**src/rtl/bus_ready_gen_if.sv**
```systemverilog
// bus_ready_gen_if
//   Groups the 8088 bus-cycle signals that the wait-state generator watches
//   together with the READY/status signals that it drives.
//   master : CPU/decode side. Drives the strobes and decode, and sees READY.
//   slave  : the wait-state generator itself.
//   Signals:
//     ale, iom, sel        cycle start, IO/memory select and OR of chip selects
//     rd_n, wr_n, inta_n   active-low bus strobes
//     ready                0 = insert a wait state
//     busy                 generator is not idle
//     wait_total           saturating count of wait cycles
//     err                  sticky protocol error
interface bus_ready_gen_if #(
  parameter int STAT_W = 16
);
  logic              ale;
  logic              iom;
  logic              sel;
  logic              rd_n;
  logic              wr_n;
  logic              inta_n;
  logic              ready;
  logic              busy;
  logic [STAT_W-1:0] wait_total;
  logic              err;

  modport master (
    output ale, iom, sel, rd_n, wr_n, inta_n,
    input  ready, busy, wait_total, err
  );

  modport slave (
    input  ale, iom, sel, rd_n, wr_n, inta_n,
    output ready, busy, wait_total, err
  );
endinterface

```
**src/rtl/bus_ready_gen.sv**
```systemverilog
// bus_ready_gen
//   Wait-state generator sitting between the address/chip-select decode and
//   the 8088 READY input. It pulls READY low for a number of clocks that
//   depends on the cycle type, so slow devices see stretched T3/Tw states.
//   It also counts the inserted wait cycles (saturating) and flags protocol
//   errors with a sticky bit.
//   Ports:
//     clk_i    system clock, all state changes on the rising edge
//     rst_n_i  asynchronous active-low reset
//     bus      slave modport of bus_ready_gen_if (strobes in, READY/status out)
//
//   state   | meaning
//   S_IDLE  | no bus cycle in progress, waiting for ALE
//   S_ARMED | address latched, count loaded, waiting for a strobe
//   S_WAIT  | READY held low, counting down the wait states
//   S_DONE  | waits finished, waiting for the strobe to be released
module bus_ready_gen #(
  parameter int MEM_WAITS  = 2,
  parameter int IO_WAITS   = 4,
  parameter int INTA_WAITS = 1,
  parameter int CNT_W      = 4,
  parameter int STAT_W     = 16
) (
  input  logic             clk_i,
  input  logic             rst_n_i,
  bus_ready_gen_if.slave   bus
);

  typedef enum logic [1:0] {
    S_IDLE  = 2'd0,
    S_ARMED = 2'd1,
    S_WAIT  = 2'd2,
    S_DONE  = 2'd3
  } state_t;

  localparam logic [CNT_W-1:0] MEM_CNT  = CNT_W'(MEM_WAITS);
  localparam logic [CNT_W-1:0] IO_CNT   = CNT_W'(IO_WAITS);
  localparam logic [CNT_W-1:0] INTA_CNT = CNT_W'(INTA_WAITS);

  state_t            state_q;
  logic [CNT_W-1:0]  cnt_q;
  logic              ready_q;
  logic              busy_q;
  logic [STAT_W-1:0] wait_total_q;
  logic              err_q;

  logic             strobe;
  logic             multi_strobe;
  logic [CNT_W-1:0] load_cnt;
  logic [CNT_W-1:0] eff_cnt;

  always_comb begin
    strobe       = ~bus.rd_n | ~bus.wr_n | ~bus.inta_n;
    multi_strobe = (~bus.rd_n & ~bus.wr_n) | (~bus.rd_n & ~bus.inta_n) |
                   (~bus.wr_n & ~bus.inta_n);
    load_cnt     = '0;
    if (bus.sel) begin
      load_cnt = bus.iom ? IO_CNT : MEM_CNT;
    end
    // INTA cycles use their own wait count regardless of decode
    eff_cnt = bus.inta_n ? cnt_q : INTA_CNT;
  end

  always_ff @(posedge clk_i or negedge rst_n_i) begin
    if (!rst_n_i) begin
      state_q      <= S_IDLE;
      cnt_q        <= '0;
      ready_q      <= 1'b1;
      busy_q       <= 1'b0;
      wait_total_q <= '0;
      err_q        <= 1'b0;
    end else begin
      if (!ready_q && (wait_total_q != {STAT_W{1'b1}})) begin
        wait_total_q <= wait_total_q + STAT_W'(1);
      end

      case (state_q)
        S_IDLE: begin
          if (bus.ale) begin
            cnt_q   <= load_cnt;
            state_q <= S_ARMED;
            busy_q  <= 1'b1;
          end
        end

        S_ARMED: begin
          if (bus.ale) begin
            cnt_q <= load_cnt;
          end else if (strobe) begin
            if (multi_strobe) begin
              err_q <= 1'b1;
            end
            cnt_q <= eff_cnt;
            if (eff_cnt == '0) begin
              state_q <= S_DONE;
            end else begin
              ready_q <= 1'b0;
              state_q <= S_WAIT;
            end
          end
        end

        S_WAIT: begin
          if (!strobe) begin
            // strobe released before the waits ran out: abort the cycle
            ready_q <= 1'b1;
            err_q   <= 1'b1;
            busy_q  <= 1'b0;
            state_q <= S_IDLE;
          end else begin
            if (multi_strobe || bus.ale) begin
              err_q <= 1'b1;
            end
            cnt_q <= cnt_q - CNT_W'(1);
            if (cnt_q == CNT_W'(1)) begin
              ready_q <= 1'b1;
              state_q <= S_DONE;
            end
          end
        end

        S_DONE: begin
          if (bus.ale) begin
            // new cycle started while the old strobe was never seen released
            err_q   <= 1'b1;
            cnt_q   <= load_cnt;
            state_q <= S_ARMED;
          end else if (!strobe) begin
            busy_q  <= 1'b0;
            state_q <= S_IDLE;
          end
        end

        default: begin
          ready_q <= 1'b1;
          busy_q  <= 1'b0;
          state_q <= S_IDLE;
        end
      endcase
    end
  end

  assign bus.ready      = ready_q;
  assign bus.busy       = busy_q;
  assign bus.wait_total = wait_total_q;
  assign bus.err        = err_q;

endmodule

```
**src/flat_wrapper.sv**
```systemverilog
// flat-port wrapper written by rule: the top's interface ports become plain ports
module bus_ready_gen_flat 
#(
  parameter int MEM_WAITS  = 2,
  parameter int IO_WAITS   = 4,
  parameter int INTA_WAITS = 1,
  parameter int CNT_W      = 4,
  parameter int STAT_W     = 16
)
  (clk_i, rst_n_i, bus_ale, bus_iom, bus_sel, bus_rd_n, bus_wr_n, bus_inta_n, bus_ready, bus_busy, bus_wait_total, bus_err);
  bus_ready_gen_if #(.STAT_W(STAT_W)) bus_i ();
  input  logic clk_i;
  input  logic rst_n_i;
  input wire logic [$bits(bus_i.ale)-1:0] bus_ale;
  input wire logic [$bits(bus_i.iom)-1:0] bus_iom;
  input wire logic [$bits(bus_i.sel)-1:0] bus_sel;
  input wire logic [$bits(bus_i.rd_n)-1:0] bus_rd_n;
  input wire logic [$bits(bus_i.wr_n)-1:0] bus_wr_n;
  input wire logic [$bits(bus_i.inta_n)-1:0] bus_inta_n;
  output wire logic [$bits(bus_i.ready)-1:0] bus_ready;
  output wire logic [$bits(bus_i.busy)-1:0] bus_busy;
  output wire logic [$bits(bus_i.wait_total)-1:0] bus_wait_total;
  output wire logic [$bits(bus_i.err)-1:0] bus_err;
  assign bus_i.ale = bus_ale;
  assign bus_i.iom = bus_iom;
  assign bus_i.sel = bus_sel;
  assign bus_i.rd_n = bus_rd_n;
  assign bus_i.wr_n = bus_wr_n;
  assign bus_i.inta_n = bus_inta_n;
  assign bus_ready = bus_i.ready;
  assign bus_busy = bus_i.busy;
  assign bus_wait_total = bus_i.wait_total;
  assign bus_err = bus_i.err;
  bus_ready_gen #(.MEM_WAITS(MEM_WAITS), .IO_WAITS(IO_WAITS), .INTA_WAITS(INTA_WAITS), .CNT_W(CNT_W), .STAT_W(STAT_W)) u_core (.clk_i(clk_i), .rst_n_i(rst_n_i), .bus(bus_i));
endmodule
```
**config.mk**
```make
export PLATFORM = sky130hd
export DESIGN_NAME = bus_ready_gen_flat
export DESIGN_NICKNAME = d
export VERILOG_FILES = /design/src/rtl/bus_ready_gen_if.sv /design/src/rtl/bus_ready_gen.sv /design/src/flat_wrapper.sv
export SDC_FILE = /design/constraint.sdc
export NUM_CORES = 1
export LEC_CHECK = 0
export CORE_MARGIN = 2
export CORE_UTILIZATION = 40
export DETAILED_ROUTE_END_ITERATION = 10
export PLACE_DENSITY = 0.7
export SETUP_SLACK_MARGIN = 0.5
export SLEW_MARGIN = 5
export SYNTH_ARGS = -nofsm -noshare
export SYNTH_HDL_FRONTEND = slang
export SYNTH_SLANG_ARGS = --single-unit
export TNS_END_PERCENT = 1
```
**constraint.sdc**
```tcl
create_clock -name clk_i -period 2.1 [get_ports clk_i]
set_input_delay 0.42 -clock clk_i [delete_from_list [all_inputs] [get_ports clk_i]]
set_output_delay 0.42 -clock clk_i [all_outputs]
set_load 0.01 [all_outputs]
```
### Word level (Yosys, flattened, before mapping)

Index checks and enable logic that the tools add are counted.

* register bits after elaboration: 25
* input port bits: 8
* output and inout port bits: 19
* logic and storage cells: 83

* $add $sub $neg: 2
* eq/ne operators: 18
* multiplexer cells: 33
* bitwise operators: 10
* reduce and logical (&&, ||, !) cells: 14

Operators with widths (count)
* $mux W4: 6
* $add A16 B1 Y16 const B: 1
* $ne A16 B16 Y1 const B: 1
* $mux W1: 14
* $mux W2: 7
* $pmux W4 S3: 1
* $ne A2 B2 Y1 const B: 5
* $reduce_and A5 Y1: 2
* $ne A3 B3 Y1 const B: 3
* $ne A2 B1 Y1 const B: 4
* $pmux W2 S4: 1
* $pmux W1 S3: 2
* $reduce_and A3 Y1: 2
* $reduce_and A6 Y1: 1
* $reduce_bool A3 Y1: 2
* $eq A2 B2 Y1 const B: 2
* $eq A4 B1 Y1 const B: 1
* $logic_not A4 Y1: 1
* $or A1 B1 Y1: 4
* $sub A4 B1 Y4 const B: 1
* $and A1 B1 Y1: 3
* $mux W3: 1
* $ne A3 B2 Y1 const B: 1
* $not A1 Y1: 3
* other kinds (8): 8

### Depth between registers and ports, before layout

* depth in word-level cells: 8
* depth in mapped cells: 6
* gate-level depth less buffers: 6

### Worst setup path before layout

Ideal clock, no wire load.

* path kind: reg2reg
* start point: register u_core.wait_total_q[0] (netlist: u_core.bus.wait_total[0])
* end point: register u_core.wait_total_q[1] (netlist: u_core.bus.wait_total[1])
* setup time: 0.125 ns
* arrival time: 1.535 ns
* data required time: 1.975 ns
* slack: 0.440 ns
* cell stages (with the launch flop): 5
* path buffers: 0
* period minus slack after synthesis: 1.660 ns
* path through: dfrtp_1 -> ha_1 -> and4_2 -> a41oi_4 -> mux2_4

* cells in the longest elaborated chain, start to end: 2
* elaborated cells on any way between the ends: 3
* classes of those cells: add/sub: 1; eq/ne: 1; reduce/logical: 1

RTL lines
* start, declared: line bus_ready_gen.sv:44 `logic [STAT_W-1:0] wait_total_q;`
* start signal, assigned: line bus_ready_gen.sv:74 `wait_total_q <= wait_total_q + STAT_W'(1);`
* branches (longest 2 deep; another with $add A16 B1 Y16)

Several ways; the timed one is not identified.
A chain may end at the register's enable or synchronous reset.

### Final worst setup path

* start point: register u_core.wait_total_q[10] (netlist: u_core.bus.wait_total[10])
* end point: output bus_wait_total[10]

RTL lines
* end, declared: line flat_wrapper.sv:22 `output wire logic [$bits(bus_i.wait_total)-1:0] bus_wait_total;`

No word-level cell between the ends.

==> qor.yml <==
timing:
  maxSlewHeadroom_pct: 76.9
  setup_viol: 0
  worst_slew_pin_slew_ns: 0.343
  grt_setup_unrepaired: "true"
  slew_viol_final: 0
  final.setup_skew_ns: 0.00321
  fin_crit_sh_pct: 80.1
  timing.setup.tns_ns: 0
  finalHoldViolations: 0
  max_freq_mhz: 595
  min_period_ns: 1.68
synth:
  syn_inst: 145
  synth_edf_count: 0
  syn_nets: 161
  syn_avg_cell_area_um2: 10.3
  synth_warnings: 0
  synth_area_um2: 1500
  synthFlopType: "dfrtp_1"
  ys_ff_latch: 25
  ys_async_sr_fraction_pct: 100
  ys_types: 47
  ys_seq_area_share_pct: 41.8
grt:
  grt_pass1_vias: 1212
  grt_max_degree: 26
  gr-total-overflow: 0
  antenna_found_initial: 0
  grt_pass1_wl_um: 5310
  grt_use_total_pct: 15.7
status:
  outcome: "completed"
route:
  wl_um: 3190
  avgRoutedWirePerCell_um: 14.0
  met2_length_um: 1650
  ant_nets: 0
  maxUsedRoutingLayer: "met4"
  drc: 0
  drtIter0Drc: 47
  met3_length_um: 121
  vias: 1266
  met1_length_um: 1370
  drtPass1Iterations: 4
  viasPerCell: 5.55
run:
  cap_violations: 0
min_path:
  hp-start: "u_core.bus.err"
  worst_hold_path_type: "register to register"
power_and_ir_drop:
  power.share.clock_pct: 13.2
  comb_power_share_pct: 51.1
  power_mw: 2.16
  vdd_drop_max_v: 0.000543
  swShare_pct: 38.4
  internal_power_mw: 1.33
  power_frac_seq_pct: 35.7
  leakage_nw: 0.793
  power_switching_mw: 0.830
  power_density_nw_per_um2: 1120
setup_path:
  arrival_ns: 1.26
  path_cells: "clkdlybuf4s50_1"
  path_delay_family: "buffers and inverters"
  path_buf_inv: 1
  cp.required_ns: 1.68
  timing.rr.start: "u_core.state_q[0]"
  path_class: "register to primary output"
  cp_max_fo: 5
  cp-startpoint: "u_core.bus.wait_total[10]"
  crit_path_start_kind: "register"
  slowest_delay_ns: 0.56
  critPathCaptureType: "primary output"
  cp_slowest_cell: "clkdlybuf4s50_1"
cts:
  cts_sinks: 25
  clk_latency_ns: 0.27
  cts_max_path_buffers: 2
  htree_num_levels: 1
  cts_buffers: 3
  clk_pin_slew_worst_paths_ns: 0.08
  root_buffer: "clkbuf_8"
  cts.hold.buffers_added: 0
  cts_tree: "done"
die:
  io-pin-count: 27
  rows: 22
  initial_core_util_pct: 41.3
  dieArea_um2: 4250
  die_h_um: 65.2
  fp.dieW_um: 65.2
  coreArea_um2: 3630
finish:
  nNetsFinal: 197
  area_delta_synth_final_pct: 28.1
  drive_above_1_share_pct: 17.2
  n_antenna_cell: 0
placed_design:
  gp_congestion: 0.995
  io_buffers: 26
  detailed_place_hpwl_um: 2350
-- power by group through the flow --
stage / sequential (mW) / clock (mW) / combinational, mW
floorplan: 0.798 / 0 / 0.632
global route: 0.799 / 0.307 / 1.21
CTS: 0.783 / 0.291 / 1.02
detailed placement: 0.795 / 0 / 1.00
global placement: 0.787 / 0 / 0.974
finish: 0.771 / 0.284 / 1.10
-- layout make-up --
class                           instances  area [µm²]
Fill cell                             363        1710
Sequential cell                        25         637
Clock inverter                          1        5.00
Tap cell                               48        60.1
Inverter                                7        26.3
Multi-Input combinational cell        111         837
Timing Repair Buffer                   33         314
Clock buffer                            3        41.3
-- per-layer routing --
metal  vias up  global-route usage, %
met2        36                   28.7
met3         7                   1.20
li1        615                      -
met4         0                   6.77
met1       608                   18.9
met5         -                      0
-- flip-flops by register name (all words and copies together), names as in the netlist --
signal and count:
u_core.bus.busy 1, u_core.bus.err 1, u_core.bus.ready 1, u_core.bus.wait_total 16
u_core.cnt_q 4, u_core.state_q 2
-- cells in the final DEF (no fill, tap or decap), types with 3 or more instances in the layout --
cell type / Yosys / routed
and4b_1: 3 / 3
dfrtp_1: 24 / 16
dfrtp_2: 0 / 8
xor2_1: 3 / 3
nand4_1: 10 / 10
ha_1: 8 / 5
buf_4: 0 / 7
nor2_1: 5 / 5
nand2b_1: 3 / 3
o22ai_1: 6 / 6
a21oi_1: 5 / 5
clkbuf_8: 0 / 3
nand2_1: 6 / 6
ha_2: 0 / 3
clkdlybuf4s50_1: 0 / 24
and3_1: 3 / 3
xnor2_1: 12 / 12
nor3_1: 3 / 3
o21ai_0: 4 / 3
nand3_1: 8 / 8
inv_1: 7 / 7
-- timing repair --
action / in CTS / in global routing
setup endpoints to repair: 22 / 36
gates resized for setup: 1 / 11
gates cloned: 0 / 0
buffers inserted: 1 / 5
-- stage by stage --
| stage | util [%] | hold WS [ns] | setup slack [ns] | cells | area (µm²) |
|---|---|---|---|---|---|
| finish | 52.9 | 0.468 | 0.418 | 228 | 1920 |
| global route | 52.9 | 0.484 | 0.353 | 228 | 1920 |
| CTS | 51.4 | 0.471 | 0.375 | 223 | 1870 |
| detailed placement | 49.9 | 0.457 | 0.206 | 218 | 1810 |
| global placement | 49.9 | 0.444 | 0.286 | 218 | 1810 |
| floorplan | - | 0.124 | 0.577 | 145 | 1500 |
-- synthesized netlist by cell type, drive strengths merged (4+ instances only) --
| cell | number | share of area, % |
|---|---|---|
| nand4 | 10 | 4.2 |
| nand2 | 6 | 1.5 |
| nand3 | 9 | 3.3 |
| ha | 8 | 6.7 |
| xnor2 | 12 | 7.0 |
| inv | 7 | 1.8 |
| and3 | 4 | 1.8 |
| and4 | 4 | 2.6 |
| a21oi | 5 | 1.7 |
| o21ai | 4 | 1.3 |
| o22ai | 6 | 2.5 |
| nor2 | 5 | 1.3 |
| dfrtp | 24 | 40 |
-- path summary, 6_finish.rpt --
| check | slack, ns | endpoint | cells after the start |
|---|---|---|---|
| min in group asynchronous | 0.50 | u_core.bus.wait_total[7] | 2 |
| worst min-delay path | 0.47 | u_core.bus.err | 1 |
| worst max-delay path | 0.42 | bus_wait_total[10] | 1 |
| max in group asynchronous | 1.31 | u_core.bus.ready | 2 |
| worst max register to register | 0.45 | u_core.state_q[0] | 6 |
| worst min register to register | 0.47 | u_core.bus.err | 1 |
-- kinds of logic after synthesis --
logic type | synth area share [%]
adders and majority gates | 7.35
xor gates and xnor gates | 8.76
and+or+nand+nor | 22.2
muxes | 1.67
DFF | 41.8
buffers and inverters | 2.84
AOI/OAI and AO/OA | 15.4
Power figures use the tool's default switching activity.
==> RTL edit 1: new RTL, same flow settings <==
`CNT_W` is set to 4 in 2 places; all go to 3.
--- a/src/rtl/bus_ready_gen.sv
+++ b/src/rtl/bus_ready_gen.sv
@@ -20,3 +20,3 @@
   parameter int INTA_WAITS = 1,
-  parameter int CNT_W      = 4,
+  parameter int CNT_W      = 3,
   parameter int STAT_W     = 16
--- a/src/flat_wrapper.sv
+++ b/src/flat_wrapper.sv
@@ -6,3 +6,3 @@
   parameter int INTA_WAITS = 1,
-  parameter int CNT_W      = 4,
+  parameter int CNT_W      = 3,
   parameter int STAT_W     = 16
Check against the original RTL: no difference found for any inputs over 10 cycles, from zero or initial values and one cycle with rst_n_i low; that may be too few to reach the edited logic, so the function may still have changed.
==> RTL edit 1 against the original RTL <==
  * Register-to-register slack worse by 0.06 ns
  * Clock power fell by 29%
  * Hold slack lost 0.013 ns
  * Total power down 1.1%
  * Count of clock-buffer cells in the layout up 1
  * Area after synthesis shrank 2.4%
  * Combinational power grew 5%
  * Sequential share of layout area decreased by 1.4 points
  * Cell area is 0.33% higher
  * Largest cell class unchanged
  * Critical path type is now primary input to flop
  * Sequential cell count decreased by 1
  * Synthesized cell count is 4.8% higher
  * Worst setup slack worse by 0.051 ns
  * Routed wire length up 1.3%
==> RTL edit 1: results <==
metrics = {
    "run_status": {
        "outcome": "completed",
    },
    "min_path": {
        "hold_class": "primary input to async pin",
    },
    "synthesis": {
        "synthCells": 152,
        "syn_nets": 168,
        "ys_seq_area_share_pct": 41.1,
        "synth.top_cells.by_area": "dfrtp_1 39%, ha_1 6.8%, xnor2_1 5.4%",
        "yosys_warnings": 0,
        "synthDistinctLibCells": 44,
        "synth_flop_cell": "dfrtp_1",
        "async_reset_ff_share_pct": 100,
        "synth_commonest_cells": "23 x dfrtp_1, 12 x nand2_1, 10 x inv_1, 10 x o21ai_0, 9 x xnor2_1",
    },
    "sta": {
        "worstMarginPinSlew_ns": 0.350,
        "clock_skew_ns": 0.0163,
    },
    "detailed_routing": {
        "vias": 1302,
        "viasPerCell": 5.64,
        "drt-total-wl_um": 3230,
        "drt_iter0_markers": 97,
    },
    "clock_network": {
        "cts_buffers": 3,
        "htreeDepth": 1,
        "cts-root-buf": "clkbuf_4",
        "clk_latency_ns": 0.31,
        "clk_pin_slew_ns": 0.13,
    },
    "global_routing": {
        "grt_max_degree": 25,
        "grt_usage_pct": 16.8,
        "grt_pass1_wl_um": 5620,
        "antenna_found_initial": 0,
    },
    "placed_design": {
        "hpwl_um": 2410,
        "place_area_mm2": 0.00181,
        "routabilityCongestion": 0.896,
        "place_inst": 222,
        "preCtsSetupSlack_ns": 0.0192,
    },
    "power_and_ir_drop": {
        "intPower_uw": 1270,
        "power.leakage_uw": 0.000771,
        "irDropWorstVdd_mv": 0.551,
    },
    "final_layout": {
        "layout.nets": 202,
        "fillCellCount": 309,
        "largest_reg_flops": 16,
        "drive_above_1_share_pct": 18.9,
        "antenna_cells": 0,
    },
    "worst_setup_path": {
        "critical_path.top_delay_family": "simple AND/OR/NAND/NOR gates",
        "cp_slowest_stage_delay_ns": 0.47,
        "crit_fanout": 8,
    },
}
[RTL edit 1: cell count changes after synthesis, sizes merged, moves of 3 or more]
cell    change
inv         +3
xnor2       -3
a21oi       +3
o22ai       -4
nand2       +6
nand4       -8
o21ai       +6
nand2b      -3
[RTL edit 1: worst reg2reg max path, cell delays in order, from the launching register on]
cell	delay, ns
dfrtp_2	0.48
ha_1	0.28
or4_4	0.55
a21boi_2	0.18
a2bb2oi_2	0.15
[RTL edit 1: final timing paths]
kind / start / endpoint / slack, ns / depth (start not counted)
worst max register to register: u_core.state_q[1] / u_core.state_q[0] / 0.39 / 4
worst min-delay path: rst_n_i / u_core.bus.wait_total[12] / 0.45 / 2
worst max-delay path: bus_wr_n / u_core.state_q[0] / 0.37 / 5
min in group clk_i: u_core.bus.err / u_core.bus.err / 0.48 / 1
max in group asynchronous: rst_n_i / u_core.bus.ready / 1.35 / 2
worst min register to register: u_core.bus.err / u_core.bus.err / 0.48 / 1
[RTL edit 1: cell type report]
class / count / area share [%]
tap: 46 / 2.99
inverter: 10 / 1.95
sequential: 24 / 31.8
timing repair buffer: 35 / 16.9
clock buffer: 4 / 1.36
multi-input combinational: 112 / 45.0
[RTL edit 1: stage by stage]
stage,total power [uW],utilization [%]
after floorplan,1430,-
after global placement,1750,52.9
after detailed placement,1810,52.9
after CTS,2030,53.8
after global routing,2330,56.4
final,2140,56.4
[RTL edit 1: what timing repair did]
| item | 4_1_cts | 5_1_grt |
|---|---|---|
| hold buffers | 0 | 0 |
| pin swaps | 0 | 0 |
| endpoints found under the hold margin | 0 | 0 |
| gates resized for setup | 2 | 16 |
| cloned | 0 | 0 |
| setup buffers | 1 | 4 |
| endpoints found under the setup margin | 25 | 28 |
[RTL edit 1: logic make-up (layout without fill, tap and decap cells)]
group / count (synthesis) / in the layout / share of synthesized area [%]
compound gates: 39 / 39 / 18.0
xor+xnor: 10 / 10 / 5.99
fa+ha+maj: 9 / 9 / 7.53
buf+inv: 16 / 49 / 5.30
flops: 24 / 24 / 41.1
mux: 3 / 3 / 2.14
simple gates: 51 / 51 / 19.9
[RTL edit 1: power by group through the flow]
stage / clock network [uW] / logic [uW] / registers (uW)
finish: 203 / 1150 / 782
global route: 242 / 1270 / 810
CTS: 210 / 1050 / 767
detailed placement: 0 / 1030 / 782
global placement: 0 / 988 / 766
floorplan: 0 / 642 / 785
[RTL edit 1: per-layer routing]
layer | wire length, um | track usage [%] | up-vias
met5 | 0 | 0 | -
met4 | 30 | 7.45 | 0
met3 | 120 | 2.08 | 2
met2 | 1690 | 30.6 | 33
met1 | 1390 | 19.7 | 640
li1 | - | - | 627
==> RTL edit 2: new RTL, same settings <==
Made on the original files. The 4 states of `state_t` get a one-hot encoding in 4 bits.
--- a/src/rtl/bus_ready_gen.sv
+++ b/src/rtl/bus_ready_gen.sv
@@ -28,7 +28,7 @@
 
-  typedef enum logic [1:0] {
-    S_IDLE  = 2'd0,
-    S_ARMED = 2'd1,
-    S_WAIT  = 2'd2,
-    S_DONE  = 2'd3
+  typedef enum logic [3:0] {
+    S_IDLE  = 4'b0001,
+    S_ARMED = 4'b0010,
+    S_WAIT  = 4'b0100,
+    S_DONE  = 4'b1000
   } state_t;
Formal check against the unedited RTL: no difference found for any inputs over 10 cycles, from zero or initial values and one cycle with rst_n_i low; not proved beyond that.
==> RTL edit 2 against the original RTL <==
  * Cell area rose by 12%
  * Area after synthesis up 7.3%
  * Worst setup slack worse by 0.11 ns
  * Sequential cell count increased by 2
  * Combinational power shrank 17%
  * Total power fell by 6.8%
  * Clock power grew 1%
  * Routed wire length up 12%
  * Critical path type is now flop to flop
  * Largest cell class unchanged
==> RTL edit 2: results <==
metrics = {
    "run_status": {
        "outcome": "completed",
    },
    "global_routing": {
        "grt_overflow": 0,
        "grtUsageMet1_pct": 22.1,
        "antenna_found_initial": 0,
        "grt_max_degree": 28,
        "grt_pass1_wl_um": 6090,
        "global_route.usage.met3_pct": 2.50,
        "use_met2_pct": 32.1,
        "grt_pass1_vias": 1384,
        "grt_usage_pct": 17.4,
    },
    "final_layout": {
        "layout.nets": 218,
        "stdcell_count": 256,
        "largest_reg_flops": 16,
        "antenna_cells": 0,
        "drive_above_1_share_pct": 21.4,
    },
    "sta": {
        "setup_tns_ns": 0,
        "slew_headroom_pct": 71.1,
        "clock_skew_ns": 0.00673,
    },
    "worst_setup_path": {
        "rrSetupSlack_ns": 0.30,
        "worstPathArrival_ns": 1.94,
        "endpoint": "u_core.bus.err",
        "critical_path.top_delay_family": "simple AND/OR/NAND/NOR gates",
        "reg2reg_depth": 5,
        "cp_slowest_stage_delay_ns": 0.56,
        "crit_start": "u_core.state_q[1]",
        "crit_fanout": 6,
        "cp_slowest_cell": "or4b_4",
    },
    "detailed_routing": {
        "drt_iter0_markers": 95,
        "vias": 1408,
        "drt-total-wl_um": 3580,
        "drtPass1Iterations": 4,
    },
    "placed_design": {
        "routabilityCongestion": 0.862,
        "hpwl_um": 2660,
        "place_inst": 242,
        "place_area_mm2": 0.00197,
        "io_buffers": 26,
    },
    "synthesis": {
        "synthDistinctLibCells": 47,
        "synth.top_cells.by_area": "dfrtp_1 39%, xnor2_1 6.0%, nand3_1 3.7%",
        "syn_nets": 173,
        "synthAdderAreaFrac_pct": 2.33,
        "synth-xor-area-share_pct": 7.62,
        "synth_commonest_cells": "25 x dfrtp_1, 12 x nand3_1, 12 x nor2_1",
        "ys_seq_area_share_pct": 42.1,
        "synth_mux_area_share_pct": 2.72,
        "avgSynthCellArea_um2": 9.93,
        "synth_compound_area_share_pct": 14.7,
        "async_reset_ff_share_pct": 100,
    },
    "power_and_ir_drop": {
        "power.leakage_uw": 0.000893,
        "irDropWorstVdd_mv": 0.535,
        "intPower_uw": 1280,
    },
    "min_path": {
        "worstHoldPathCells": 1,
        "hold_class": "flop to flop",
        "hold_start": "u_core.bus.err",
    },
    "clock_network": {
        "cts_buffers": 3,
        "cts-root-buf": "clkbuf_8",
        "clk_pin_slew_ns": 0.09,
        "clk_latency_ns": 0.26,
        "cts_buffer_depth": 2,
        "htreeDepth": 1,
    },
}
RTL edit 2: cell count changes in the layout (fill, tap and decap cells not counted), sizes merged, moves of 4 or more:
cell   delta
a21oi     +4
nor2      +7
o22ai     -5
ha        -5
nand2     +4
buf      +15
nor2b     +4
RTL edit 2: through the flow:
| stage | power, uW | utilization (%) | worst slack (ns) |
|---|---|---|---|
| 3_3_place_gp | 1570 | 50.1 | 0.137 |
| 5_1_grt | 2160 | 54.5 | 0.280 |
| 4_1_cts | 1990 | 53.5 | 0.317 |
| 6_report | 2010 | 54.5 | 0.303 |
| 2_1_floorplan | 1310 | - | 0.269 |
| 3_5_place_dp | 1610 | 50.1 | 0.0777 |
RTL edit 2: per-layer routing:
layer  up-vias  part of all wire, %  routed length (um)
met3         2                  3.0                 108
met4         0                 0.22                   8
met5         -                    0                   0
met2        33                   52                1880
met1       683                   44                1590
li1        690                    -                   -
RTL edit 2: kinds of logic (layout without fill, tap and decap cells):
| group | after synthesis | after routing |
|---|---|---|
| buf+inv | 12 | 56 |
| fa+ha+maj | 3 | 3 |
| xor+xnor | 14 | 14 |
| simple gates | 69 | 69 |
| compound gates | 33 | 33 |
| mux | 4 | 4 |
| flops | 27 | 27 |
RTL edit 2: layout make-up:
cell class	instances	area, um2
well taps	50	62.6
inverters	4	15.0
fillers	344	1800
multi-input cells	123	913
clock buffers	4	45.0
flip-flops and latches	27	683
repair buffers	48	428
RTL edit 2: timing repair:
action,CTS,global route
endpoints found under the setup margin,28,38
pin swaps,4,3
setup buffers,7,3
cloned,0,0
resized for setup,8,5
RTL edit 2: worst min path at each step:
stage / slack, ns / endpoint
4_1_cts: 0.52 / u_core.bus.err
3_5_place_dp: 0.49 / u_core.bus.err
5_1_grt: 0.52 / u_core.bus.err
3_3_place_gp: 0.47 / u_core.bus.wait_total[11]
2_1_floorplan: 0.12 / u_core.bus.busy
6_report: 0.50 / u_core.bus.err
RTL edit 2: power by group through the flow:
stage	Sequential (uW)	Clock, uW	Combinational (uW)
final	817	288	908
after global routing	835	320	1000
after CTS	815	299	880
after detailed placement	836	0	776
after global placement	822	0	752
after floorplan	768	0	544
